--- src/rtl/decode_stage.sv ---
// ID stage of the five-stage MIPS pipeline: latches the IF->ID bus, decodes the integer subset,
// stalls on RAW hazards (no forwarding), resolves branches/jumps and drives the ID->EXE bus.
module decode_stage #(
  parameter int unsigned INST_W   = 32,
  parameter logic [4:0]  LINK_REG = 5'd31
) (
  input  logic                clk,
  input  logic                resetn,
  input  logic                IF_over,
  input  logic [2*INST_W-1:0] IF_ID_bus,
  output logic                next_fetch,
  output logic [4:0]          rs_addr,
  output logic [4:0]          rt_addr,
  input  logic [INST_W-1:0]   rs_value,
  input  logic [INST_W-1:0]   rt_value,
  input  logic [4:0]          EXE_wdest,
  input  logic [4:0]          MEM_wdest,
  input  logic [4:0]          WB_wdest,
  input  logic                EXE_allow_in,
  input  logic                cancel,
  output logic                ID_valid,
  output logic                ID_allow_in,
  output logic                ID_over,
  output logic [INST_W:0]     jbr_bus,
  output logic [4*INST_W+10:0] ID_EXE_bus,
  output logic [INST_W-1:0]   ID_pc,
  output logic [INST_W-1:0]   ID_inst
);

  typedef enum logic [3:0] {
    ALU_ADD  = 4'd0,  ALU_SUB = 4'd1,  ALU_AND = 4'd2,  ALU_OR  = 4'd3,
    ALU_XOR  = 4'd4,  ALU_NOR = 4'd5,  ALU_SLT = 4'd6,  ALU_SLTU = 4'd7,
    ALU_SLL  = 4'd8,  ALU_SRL = 4'd9,  ALU_SRA = 4'd10, ALU_LUI = 4'd11
  } alu_op_t;

  logic [5:0]  op, funct;
  logic [4:0]  rs, rt, rd, sa;
  logic [15:0] imm;
  logic [INST_W-1:0] simm, zimm, br_target, j_target;

  alu_op_t           alu_op;
  logic [INST_W-1:0] src1, src2, jtarget;
  logic [4:0]        wdest;
  logic              ld, st, use_rs, use_rt, jump, jcond;
  logic              rs_hit, rt_hit, hazard, jbr_taken;

  assign next_fetch = IF_over & ID_allow_in & ~cancel;

  always_ff @(posedge clk or negedge resetn) begin
    if (!resetn) begin
      ID_valid <= 1'b0;
      ID_pc    <= '0;
      ID_inst  <= '0;
    end else begin
      if (cancel)           ID_valid <= 1'b0;
      else if (ID_allow_in) ID_valid <= IF_over;
      if (next_fetch) begin
        ID_pc   <= IF_ID_bus[2*INST_W-1:INST_W];
        ID_inst <= IF_ID_bus[INST_W-1:0];
      end
    end
  end

  assign op    = ID_inst[31:26];
  assign rs    = ID_inst[25:21];
  assign rt    = ID_inst[20:16];
  assign rd    = ID_inst[15:11];
  assign sa    = ID_inst[10:6];
  assign funct = ID_inst[5:0];
  assign imm   = ID_inst[15:0];

  assign rs_addr   = rs;
  assign rt_addr   = rt;
  assign simm      = {{16{imm[15]}}, imm};
  assign zimm      = {16'h0, imm};
  assign br_target = ID_pc + 32'd4 + {{14{imm[15]}}, imm, 2'b00};
  assign j_target  = {ID_pc[31:28], ID_inst[25:0], 2'b00};

  always_comb begin
    alu_op  = ALU_ADD;
    src1    = rs_value;
    src2    = rt_value;
    wdest   = '0;
    ld      = 1'b0;
    st      = 1'b0;
    use_rs  = 1'b0;
    use_rt  = 1'b0;
    jump    = 1'b0;
    jcond   = 1'b0;
    jtarget = '0;
    case (op)
      6'h00: begin
        use_rs = 1'b1;
        use_rt = 1'b1;
        wdest  = rd;
        case (funct)
          6'h21: alu_op = ALU_ADD;
          6'h23: alu_op = ALU_SUB;
          6'h24: alu_op = ALU_AND;
          6'h25: alu_op = ALU_OR;
          6'h26: alu_op = ALU_XOR;
          6'h27: alu_op = ALU_NOR;
          6'h2a: alu_op = ALU_SLT;
          6'h2b: alu_op = ALU_SLTU;
          6'h00: begin alu_op = ALU_SLL; src1 = {27'b0, sa}; use_rs = 1'b0; end
          6'h02: begin alu_op = ALU_SRL; src1 = {27'b0, sa}; use_rs = 1'b0; end
          6'h03: begin alu_op = ALU_SRA; src1 = {27'b0, sa}; use_rs = 1'b0; end
          6'h08: begin
            use_rt  = 1'b0;
            wdest   = '0;
            jump    = 1'b1;
            jcond   = 1'b1;
            jtarget = rs_value;
          end
          default: begin use_rs = 1'b0; use_rt = 1'b0; wdest = '0; end
        endcase
      end
      // REGIMM: rt=0 is BLTZ, rt=1 is BGEZ; rt[0] inverts the sign test
      6'h01: if (rt[4:1] == 4'b0) begin
        use_rs  = 1'b1;
        jump    = 1'b1;
        jcond   = rs_value[31] ^ rt[0];
        jtarget = br_target;
      end
      6'h02: begin jump = 1'b1; jcond = 1'b1; jtarget = j_target; end
      6'h03: begin
        jump    = 1'b1;
        jcond   = 1'b1;
        jtarget = j_target;
        wdest   = LINK_REG;
        src1    = ID_pc;
        src2    = 32'd8;
      end
      6'h04, 6'h05: begin
        use_rs  = 1'b1;
        use_rt  = 1'b1;
        jump    = 1'b1;
        jcond   = (rs_value == rt_value) ^ op[0];
        jtarget = br_target;
      end
      6'h09: begin use_rs = 1'b1; wdest = rt; src2 = simm; end
      6'h0a: begin use_rs = 1'b1; wdest = rt; src2 = simm; alu_op = ALU_SLT; end
      6'h0c: begin use_rs = 1'b1; wdest = rt; src2 = zimm; alu_op = ALU_AND; end
      6'h0d: begin use_rs = 1'b1; wdest = rt; src2 = zimm; alu_op = ALU_OR;  end
      6'h0e: begin use_rs = 1'b1; wdest = rt; src2 = zimm; alu_op = ALU_XOR; end
      6'h0f: begin wdest = rt; src1 = '0; src2 = {imm, 16'h0}; alu_op = ALU_LUI; end
      6'h23: begin use_rs = 1'b1; wdest = rt; src2 = simm; ld = 1'b1; end
      6'h2b: begin use_rs = 1'b1; use_rt = 1'b1; src2 = simm; st = 1'b1; end
      default: ;
    endcase
  end

  // A zero register never matches, so "nonzero wdest" falls out of the rs/rt != 0 test
  assign rs_hit = (rs != 5'd0) && (rs == EXE_wdest || rs == MEM_wdest || rs == WB_wdest);
  assign rt_hit = (rt != 5'd0) && (rt == EXE_wdest || rt == MEM_wdest || rt == WB_wdest);
  assign hazard = (use_rs & rs_hit) | (use_rt & rt_hit);

  assign ID_over     = ID_valid & ~hazard & ~cancel;
  assign ID_allow_in = ~ID_valid | (ID_over & EXE_allow_in);

  assign jbr_taken  = ID_over & jump & jcond;
  assign jbr_bus    = {jbr_taken, jbr_taken ? jtarget : {INST_W{1'b0}}};
  assign ID_EXE_bus = {alu_op, src1, src2, ld, st, rt_value, wdest, ID_pc};

endmodule

--- config.mk ---
export PLATFORM = sky130hd
export DESIGN_NAME = decode_stage
export DESIGN_NICKNAME = d
export VERILOG_FILES = /design/src/rtl/decode_stage.sv
export SDC_FILE = /design/constraint.sdc
export NUM_CORES = 1
export LEC_CHECK = 0
export ABC_AREA = 1
export CELL_PAD_IN_SITES_DETAIL_PLACEMENT = 0
export CELL_PAD_IN_SITES_GLOBAL_PLACEMENT = 1
export CORE_MARGIN = 2
export CORE_UTILIZATION = 25
export CTS_CLUSTER_SIZE = 28
export DETAILED_ROUTE_END_ITERATION = 8
export GPL_TIMING_DRIVEN = 0
export PLACE_DENSITY_LB_ADDON = 0.1
export SLEW_MARGIN = 5
export SYNTH_ARGS = -nofsm -noshare
export SYNTH_HDL_FRONTEND = slang
export SYNTH_SLANG_ARGS = --single-unit
export TNS_END_PERCENT = 10
--- constraint.sdc ---
create_clock -name clk -period 3 [get_ports clk]
set_clock_uncertainty 0.15 [all_clocks]
set_input_delay 0.6 -clock clk [delete_from_list [all_inputs] [get_ports clk]]
set_output_delay 0.6 -clock clk [all_outputs]
set_load 0.03 [all_outputs]
# Yosys cells after proc, flatten, opt, wreduce, memory -nomap -nowiden

Cells that the tools add are included.

$add $sub $neg: 2
Eq/ne operators: 31
Reductions and logical operators: 23
Multiplexer cells: 24
Bitwise logic cells: 16

Operator list:

| operator                | count |
|---|---|
| $pmux W32 S4            | 2 |
| $mux W32                | 4 |
| $pmux W32 S3            | 1 |
| $eq A6 B6 Y1 const B    | 10 |
| $eq A6 B4 Y1 const B    | 7 |
| $pmux W4 S10            | 1 |
| $add A32 B3 Y32 const B | 1 |
| $add A32 B32 Y32        | 1 |
| $eq A32 B32 Y1          | 1 |
| $eq A5 B5 Y1            | 6 |
| $eq A6 B2 Y1 const B    | 4 |
| $pmux W4 S6             | 1 |
| $reduce_or A9 Y1        | 2 |
| $pmux W5 S3             | 1 |
| $eq A6 B3 Y1 const B    | 2 |
| $logic_not A6 Y1        | 2 |
| $reduce_or A11 Y1       | 1 |
| $reduce_bool A5 Y1      | 2 |
| $and A1 B1 Y1           | 9 |
| $mux W1                 | 9 |
| $reduce_or A3 Y1        | 3 |
| $reduce_or A4 Y1        | 2 |
| $reduce_or A7 Y1        | 1 |
| $eq A6 B1 Y1 const B    | 1 |
| other kinds (12)        | 22 |

Register bits after elaboration: 65
Word-level logic and storage cells: 99
Input bits: 148

# Logic depth before layout (Yosys ltp)

Gate-level depths: netlist of the first run.

Depth after elaboration: 13
Mapped depth: 21
Mapped depth without buffers: 20

# Worst setup path after synthesis of the first run

Ideal clock, no wire load.

Path type: reg2out
Start point: register ID_inst[0]
End point: output port jbr_bus[29]
Setup slack: -703 ps
Stages on the path, launching flop included: 21
Data required time: 2,250 ps
Data arrival time: 2,953 ps
Path through: dfrtp_1 > buf_2 > inv_1 > ha_1 > inv_1 > ha_1 > inv_1 > fa_1 > inv_1 > nand3_1 > nand2_1 > nand2_1 > nand2_1 > nand2_1 > nand2_1 > nand4_1 > nand3_1 > nand2_1 > o21ai_0 > inv_1 > nor2_1

Cells in the longest elaborated chain, start to end: 12
Elaborated cells between the ends (all ways): 34
Those cells by class: add/sub (1); eq/ne (11); mux (11); bitwise (8); reduce/logical (3)

Ends and longest elaborated chain:

| element                                                                       | RTL line | text |
|---|---|---|
| from (decl)                                                                   | 27       | `output logic [INST_W-1:0] ID_inst` |
| from (signal assigned)                                                        | 59       | `ID_inst <= IF_ID_bus[INST_W-1:0];` |
| $eq A6 B4 Y1 (tied with other cells)                                          | 96       | `case (funct)` |
| $reduce_or A9 Y1 (no source line) / $reduce_or A11 Y1 (equally long branches) | n/a      |  |
| $mux W1                                                                       | 96       |  |
| $pmux W1 S3 / $pmux W1 S2 (equally long branches)                             | 91       | `case (op)` |
| $and A1 B1 Y1                                                                 | 156      | `assign hazard = (use_rs & rs_hit) \| (use_rt & rt_hit);` |
| $or A1 B1 Y1                                                                  | 156      |  |
| $not A1 Y1                                                                    | 158      | `assign ID_over = ID_valid & ~hazard & ~cancel;` |
| $and A1 B1 Y1 (2 in series)                                                   | 158      |  |
| $and A1 B1 Y1 (2 in series)                                                   | 161      | `assign jbr_taken = ID_over & jump & jcond;` |
| $mux W32 (*)                                                                  | 162      | `assign jbr_bus = {jbr_taken, jbr_taken ? jtarget : {INST_W{1'b0}}};` |
| to (decl)                                                                     | 24       | `output logic [INST_W:0] jbr_bus,` |

Mark *: on every way between the ends. The rest lies on a longest branch, timed or not.

# Worst setup path after layout of the first run

Start point: register ID_inst[1]
End point: output port jbr_bus[29]

Same word-level chain as after synthesis.

==> qor.yml, run 1 <==
rows: 67
holdBufCountCts: 0
dieArea_um2: 35100
n_fill_cell: 3452
area_delta_synth_final_pct: 89.0
crit_fanout: 4
max_freq_mhz: 267
io_pins: 398
initial_utilization_pct: 25.2
clk_pin_slew_ps: 70
grt_pass1_vias: 11200
synth_top_family_by_area: "simple AND/OR/NAND/NOR gates"
dp.cells: 2176
gp_congestion: 0.921
worst_pin_slew_ps: 885
yosys_warnings: 0
violations: "setup timing"
final_cell_mix: "nand2_1 (320), buf_4 (223), clkdlybuf4s50_1 (211)"
cts_tree: "done"
core-area_um2: 33300
crit_type: "reg -> out"
drc: 0
synthXorXnorAreaFrac_pct: 5.63
syn_nets: 1536
layout.nets: 2059
whs_ps: 9.44
antenna_found_initial: 3
avgSynthCellArea_um2: 6.32
ys_seq_elements: 65
grt_max_degree: 43
root_buffer: "clkbuf_16"
fin_crit_ps: 3750
port_buffers: 397
synthesis.area_um2: 8400
seq_area_frac_synth_pct: 19.4
grt_use_total_pct: 29.9
cts_inserted_buffers: 9
wl_per_cell_um: 23.4
antenna_left: 0
netlist_instances: 1330
max_slew_margin_pct: 41.0
drv_slew: 0
via_per_inst: 4.86
dp_hpwl_um: 42300
max-vdd-ir-drop_mv: 0.299
synth_adder_area_share_pct: 8.73
clk_latency_ps: 360
fin_crit_sh_pct: 125
htreeDepth: 3
async_flop_share_pct: 100
ys_types: 42
end_kind: "output port"
synth_mux_area_share_pct: 0
synth-simple-area-share_pct: 33.8
clock_sinks: 65
required_ps: 2250
synth_compound_area_share_pct: 14.9
fp.dieH_um: 187
status: "finished with violations"
die_width_um: 187
synth_enable_flop_cells: 0
hold_path_class: "in -> async"
vias: 11200
final_common_cell: "nand2_1"
fin_ws_ps: -751
ys.flop_type: "dfrtp_1"
cts_buffer_depth: 2
globalRouteOverflowTotal: 0
hold_viol: 0
power_leakage_uw: 0.00730
routed_wl_um: 54100
drt-initial-drc-count: 775
max_cap_violations: 0
cp.arrival_ps: 3000
fin_cells: 2308
power_density_nw_per_um2: 552
drive_gt1_share_pct: 37.3
grt_pass1_wl_um: 76700
dr.pass1.iters: 5
cp-start-kind: "flip-flop"
grt_setup_unrepaired: "yes"
setup_viol: 104
==> power breakdown <==
part	switching [uW]	total, uW	internal (uW)
clock	504	1260	754
combinational	3590	6180	2590
sequential	285	1320	1040
==> worst paths after layout <==
| check | start | to | slack, ps | cells after the start |
|---|---|---|---|---|
| max in group asynchronous | resetn | ID_pc[10]$_DFFE_PN0P_ | 2080 | 2 |
| min | resetn | ID_inst[20]$_DFFE_PN0P_ | 9 | 1 |
| min in group clk | ID_pc[2]$_DFFE_PN0P_ | ID_pc[2]$_DFFE_PN0P_ | 390 | 2 |
| min reg2reg | ID_pc[2]$_DFFE_PN0P_ | ID_pc[2]$_DFFE_PN0P_ | 390 | 2 |
| max reg2reg | ID_inst[5]$_DFFE_PN0P_ | ID_pc[30]$_DFFE_PN0P_ | 260 | 18 |
| max | ID_inst[1]$_DFFE_PN0P_ | jbr_bus[29] | -750 | 18 |
==> layout make-up <==
type / instances / area [um^2] / area share (%)
diodes: 2 / 5.00 / 0.0315
clock inverters: 6 / 91.3 / 0.575
repair buffers: 513 / 4740 / 29.9
flip-flops and latches: 65 / 1680 / 10.6
plain buffers: 131 / 1030 / 6.49
multi-input cells: 981 / 6910 / 43.5
clock buffers: 10 / 239 / 1.51
well taps: 448 / 561 / 3.53
inverters: 152 / 624 / 3.93
==> stage by stage <==
stage | utilization (%) | TNS, ps | setup slack, ps | power (uW) | cell area, um^2
global route | 47.7 | -41920 | -845 | 9180 | 15900
detailed placement | 39.6 | -122280 | -1760 | 5990 | 13200
global placement | 39.6 | -210920 | -1790 | 6000 | 13200
floorplan | - | -3970 | -181 | 4010 | 8630
CTS | 45.8 | -53150 | -716 | 8330 | 15200
finish | 47.7 | -30700 | -751 | 8760 | 15900
==> cells by family (layout without fill, tap and decap cells) <==
logic type                 count (synthesis)  count (layout)
xor gates and xnor gates                  54              54
DFF                                       65              65
and+or+nand+nor                          673             673
adders and majority gates                 58              58
buffers and inverters                    284             812
other                                      0               2
AOI/OAI and AO/OA                        196             196
==> Yosys cell counts, types with 23 or more instances <==
cell type | n | area [um^2]
inv_1 | 141 | 529
buf_2 | 25 | 125
dfrtp_1 | 65 | 1630
buf_4 | 83 | 623
ha_1 | 57 | 713
o211ai_1 | 24 | 180
xnor2_1 | 23 | 201
nand3_1 | 121 | 606
xor2_1 | 31 | 272
o21ai_0 | 61 | 305
a21oi_1 | 45 | 225
nand2_1 | 376 | 1410
nor2_1 | 123 | 462
==> registers in the layout (all words and copies together) (netlist names) <==
signal,flops
ID_pc,32
ID_inst,32
ID_valid,1
==> per-layer routing <==
layer	vias to the layer above	wire length [um]	GRT usage, %
li1	5353	-	-
met1	5266	22700	37.3
met2	538	25700	50.9
met3	65	4370	7.95
met4	2	1300	8.12
met5	-	11	0
==> repair_timing <==
item / 4_1_cts / 5_1_grt
setup endpoints to repair: 110 / 111
pin swaps: 78 / 54
resized for setup: 746 / 354
setup buffers: 82 / 31
gates cloned: 1 / 1
==> worst max-delay path: stages, from the launching register on <==
cell	delay, ps
dfrtp_2	450
ha_4	290
ha_4	140
inv_2	40
fa_2	370
inv_2	80
nand3_2	60
nand2_2	90
nand2_2	60
nand2_2	80
nand2_2	70
nand2_4	90
nand4_1	170
nand3_1	140
nand2_1	50
o21ai_1	130
inv_1	90
nor2_4	80
buf_6	140
Note: power is estimated with default switching activity, not from simulation.
==> inputs of run 2 (changes only) <==
Settings changed: SLEW_MARGIN 5 to unset.
==> qor.yml, run 2 (synthesized netlist as in run 1, its figures left out) <==
rows: 67  # unchanged
met3_length_um: 4490  # was 4370 um
power_density_nw_per_um2: 548  # was 552 nW/um^2
status: "finished with violations"  # unchanged
worst_r2r_path_depth: 15  # was 18
dieArea_um2: 35100  # unchanged
cp-start-kind: "flip-flop"  # unchanged
timing.rr.start: "ID_inst[2]$_DFFE_PN0P_"  # was ID_inst[5]$_DFFE_PN0P_
worst_pin_slew_ps: 894  # was 885 ps
drc: 0  # unchanged
grt_setup_unrepaired: "yes"  # unchanged
whs_ps: 377  # was 9.44 ps
internal_power_uw: 4240  # was 4380 uW
hold_viol: 0  # unchanged
setup_viol: 103  # was 104
max-vdd-ir-drop_mv: 0.306  # was 0.299 mV
hold_path_class: "reg -> reg"  # was in -> async
clk_latency_ps: 360  # about the same
wl_met1_um: 22500  # was 22,700 um
cp_slowest_stage_delay_ps: 570  # was 450 ps
top_layer: "met4"  # was met5
final_common_cell: "nand2_1"  # unchanged
drv_slew: 0  # unchanged
r2r_end: "ID_inst[8]$_DFFE_PN0P_"  # was ID_pc[30]$_DFFE_PN0P_
via_per_inst: 4.90  # was 4.86
dp_hpwl_um: 42100  # was 42,300 um
antenna_left: 0  # unchanged
crit_type: "reg -> out"  # unchanged
clk_pin_slew_ps: 70  # about the same
max_slew_margin_pct: 40.4  # was 41.0%
max_freq_mhz: 271  # was 267 MHz
port_buffers: 397  # unchanged
wl_per_cell_um: 23.2  # was 23.4 um
swShare_pct: 50.5  # was 50.0%
globalRouteOverflowTotal: 0  # unchanged
wl_met2_um: 24900  # was 25,700 um
cp.arrival_ps: 2940  # was 3000 ps
path_cells: "buf_12 > ha_4 > ha_4 > a21oi_2 > o21ai_2 > a21oi_2 > nor2_1 > nor2_1 > nand2_2 > nand2_1 > nand2_1 > o21ai_4 > inv_2 > nor2_4 > buf_6"  # was ha_4 > ha_4 > inv_2 > fa_2 > inv_2 > nand3_2 > nand2_2 > nand2_2 > nand2_2 > nand2_2 > nand2_4 > nand4_1 > nand3_1 > nand2_1 > o21ai_1 > inv_1 > nor2_4 > buf_6
gp_congestion: 0.921  # unchanged
fin_crit_ps: 3690  # was 3750 ps
power_frac_seq_pct: 15.8  # was 15.1%
initial_utilization_pct: 25.2  # unchanged
p_total_uw: 8560  # was 8760 uW
max_cap_violations: 0  # unchanged
dr.pass1.iters: 5  # unchanged
power_leakage_uw: 0.00721  # was 0.00730 uW
cts_buffer_depth: 2  # unchanged
end_kind: "output port"  # unchanged
core-area_um2: 33300  # unchanged
grt_pass1_wl_um: 76100  # was 76,700 um
cp_slowest_cell: "dfrtp_4"  # was dfrtp_2
fp.dieH_um: 187  # unchanged
worstSetupEndpoint: "jbr_bus[31]"  # was jbr_bus[29]
post-place-ws_ps: -1770  # was -1760 ps
grt_max_degree: 65  # was 43
r2r_slack_ps: 280  # was 260 ps
root_buffer: "clkbuf_16"  # unchanged
die_width_um: 187  # unchanged
vias: 11300  # was 11,200
drt-initial-drc-count: 722  # was 775
routed_wl_um: 53400  # was 54,100 um
io_pins: 398  # unchanged
grt_pass1_vias: 11100  # was 11,200
largestRegisters: "ID_inst (32), ID_pc (32), ID_valid (1)"  # unchanged
fin_crit_sh_pct: 123  # was 125%
drive_gt1_share_pct: 36.3  # was 37.3%
cts_tree: "done"  # unchanged
area_delta_synth_final_pct: 86.0  # was 89.0%
required_ps: 2250  # about the same
final_util_pct: 47.0  # was 47.7%
htreeDepth: 3  # unchanged
share_clk_of_total_power_pct: 14.6  # was 14.4%
antenna_found_initial: 1  # was 3
violations: "setup timing"  # unchanged
clock_sinks: 65  # unchanged
switchingPower_uw: 4320  # was 4380 uW
fin_ws_ps: -687  # was -751 ps
layout.nets: 2049  # was 2,059
crit_fanout: 8  # was 4
startpoint: "ID_inst[15]$_DFFE_PN0P_"  # was ID_inst[1]$_DFFE_PN0P_
grt_use_total_pct: 29.7  # was 29.9%
cts_inserted_buffers: 9  # unchanged
final_cell_mix: "nand2_1 (330), clkdlybuf4s50_1 (213), buf_4 (202)"  # was nand2_1 (320), buf_4 (223), clkdlybuf4s50_1 (211)
p_comb_share_pct: 69.6  # was 70.6%
==> run 2: worst max-delay path: cells and delay by family, from the launching register on <==
kind            cells  cell delay, ps
buf+inv             3             370
simple gates        6             470
flops               1             570
compound gates      4             670
fa+ha+maj           2             480
==> run 2: how the worst min path moves through the flow <==
stage	to	cells after the start	startpoint	slack, ps
after floorplan	ID_inst[0]$_DFFE_PN0P_	0	resetn	150
after global placement	ID_pc[2]$_DFFE_PN0P_	2	ID_pc[2]$_DFFE_PN0P_	360
after detailed placement	ID_inst[20]$_DFFE_PN0P_	1	resetn	250
after CTS	ID_pc[2]$_DFFE_PN0P_	2	ID_pc[2]$_DFFE_PN0P_	380
after global routing	ID_pc[2]$_DFFE_PN0P_	2	ID_pc[2]$_DFFE_PN0P_	390
final	ID_pc[2]$_DFFE_PN0P_	2	ID_pc[2]$_DFFE_PN0P_	380
==> run 2: final cells by class <==
class	instances	area [um^2]
Fill cell	3466	17700
Multi-Input combinational cell	981	6800
Timing Repair Buffer	502	4600
Sequential cell	65	1670
Buffer	132	1040
Inverter	152	618
Tap cell	448	561
Clock buffer	9	225
Clock inverter	7	104
Antenna cell	1	2.50
==> run 2: power groups by stage <==
stage               registers [uW]  clock network (uW)  logic, uW
detailed placement            1380                   0       4620
finish                        1350                1250       5960
CTS                           1340                1250       5560
global route                  1370                1290       6330
global placement              1380                   0       4620
floorplan                     1500                   0       2520
==> run 2: timing repair <==
action	in CTS	in global routing
setup endpoints to repair	110	111
gates resized for setup	727	312
hold buffers	1	0
pin swaps	77	47
endpoints found under the hold margin	1	0
buffers inserted	79	24
cloned	1	0
==> run 2: layer usage <==
layer  global-route usage, %  vias up
met5                       0        -
met4                    8.46        0
li1                        -     5330
met2                    49.9      561
met3                    7.69       75
met1                    37.3     5286
==> run 2: stage by stage <==
stage	std cells	TNS, ps	area [um^2]
after floorplan	1330	-3970	8630
after global placement	2175	-210920	13200
after detailed placement	2176	-120420	13200
after CTS	2272	-53870	15100
after global routing	2297	-43880	15600
final	2297	-33480	15600
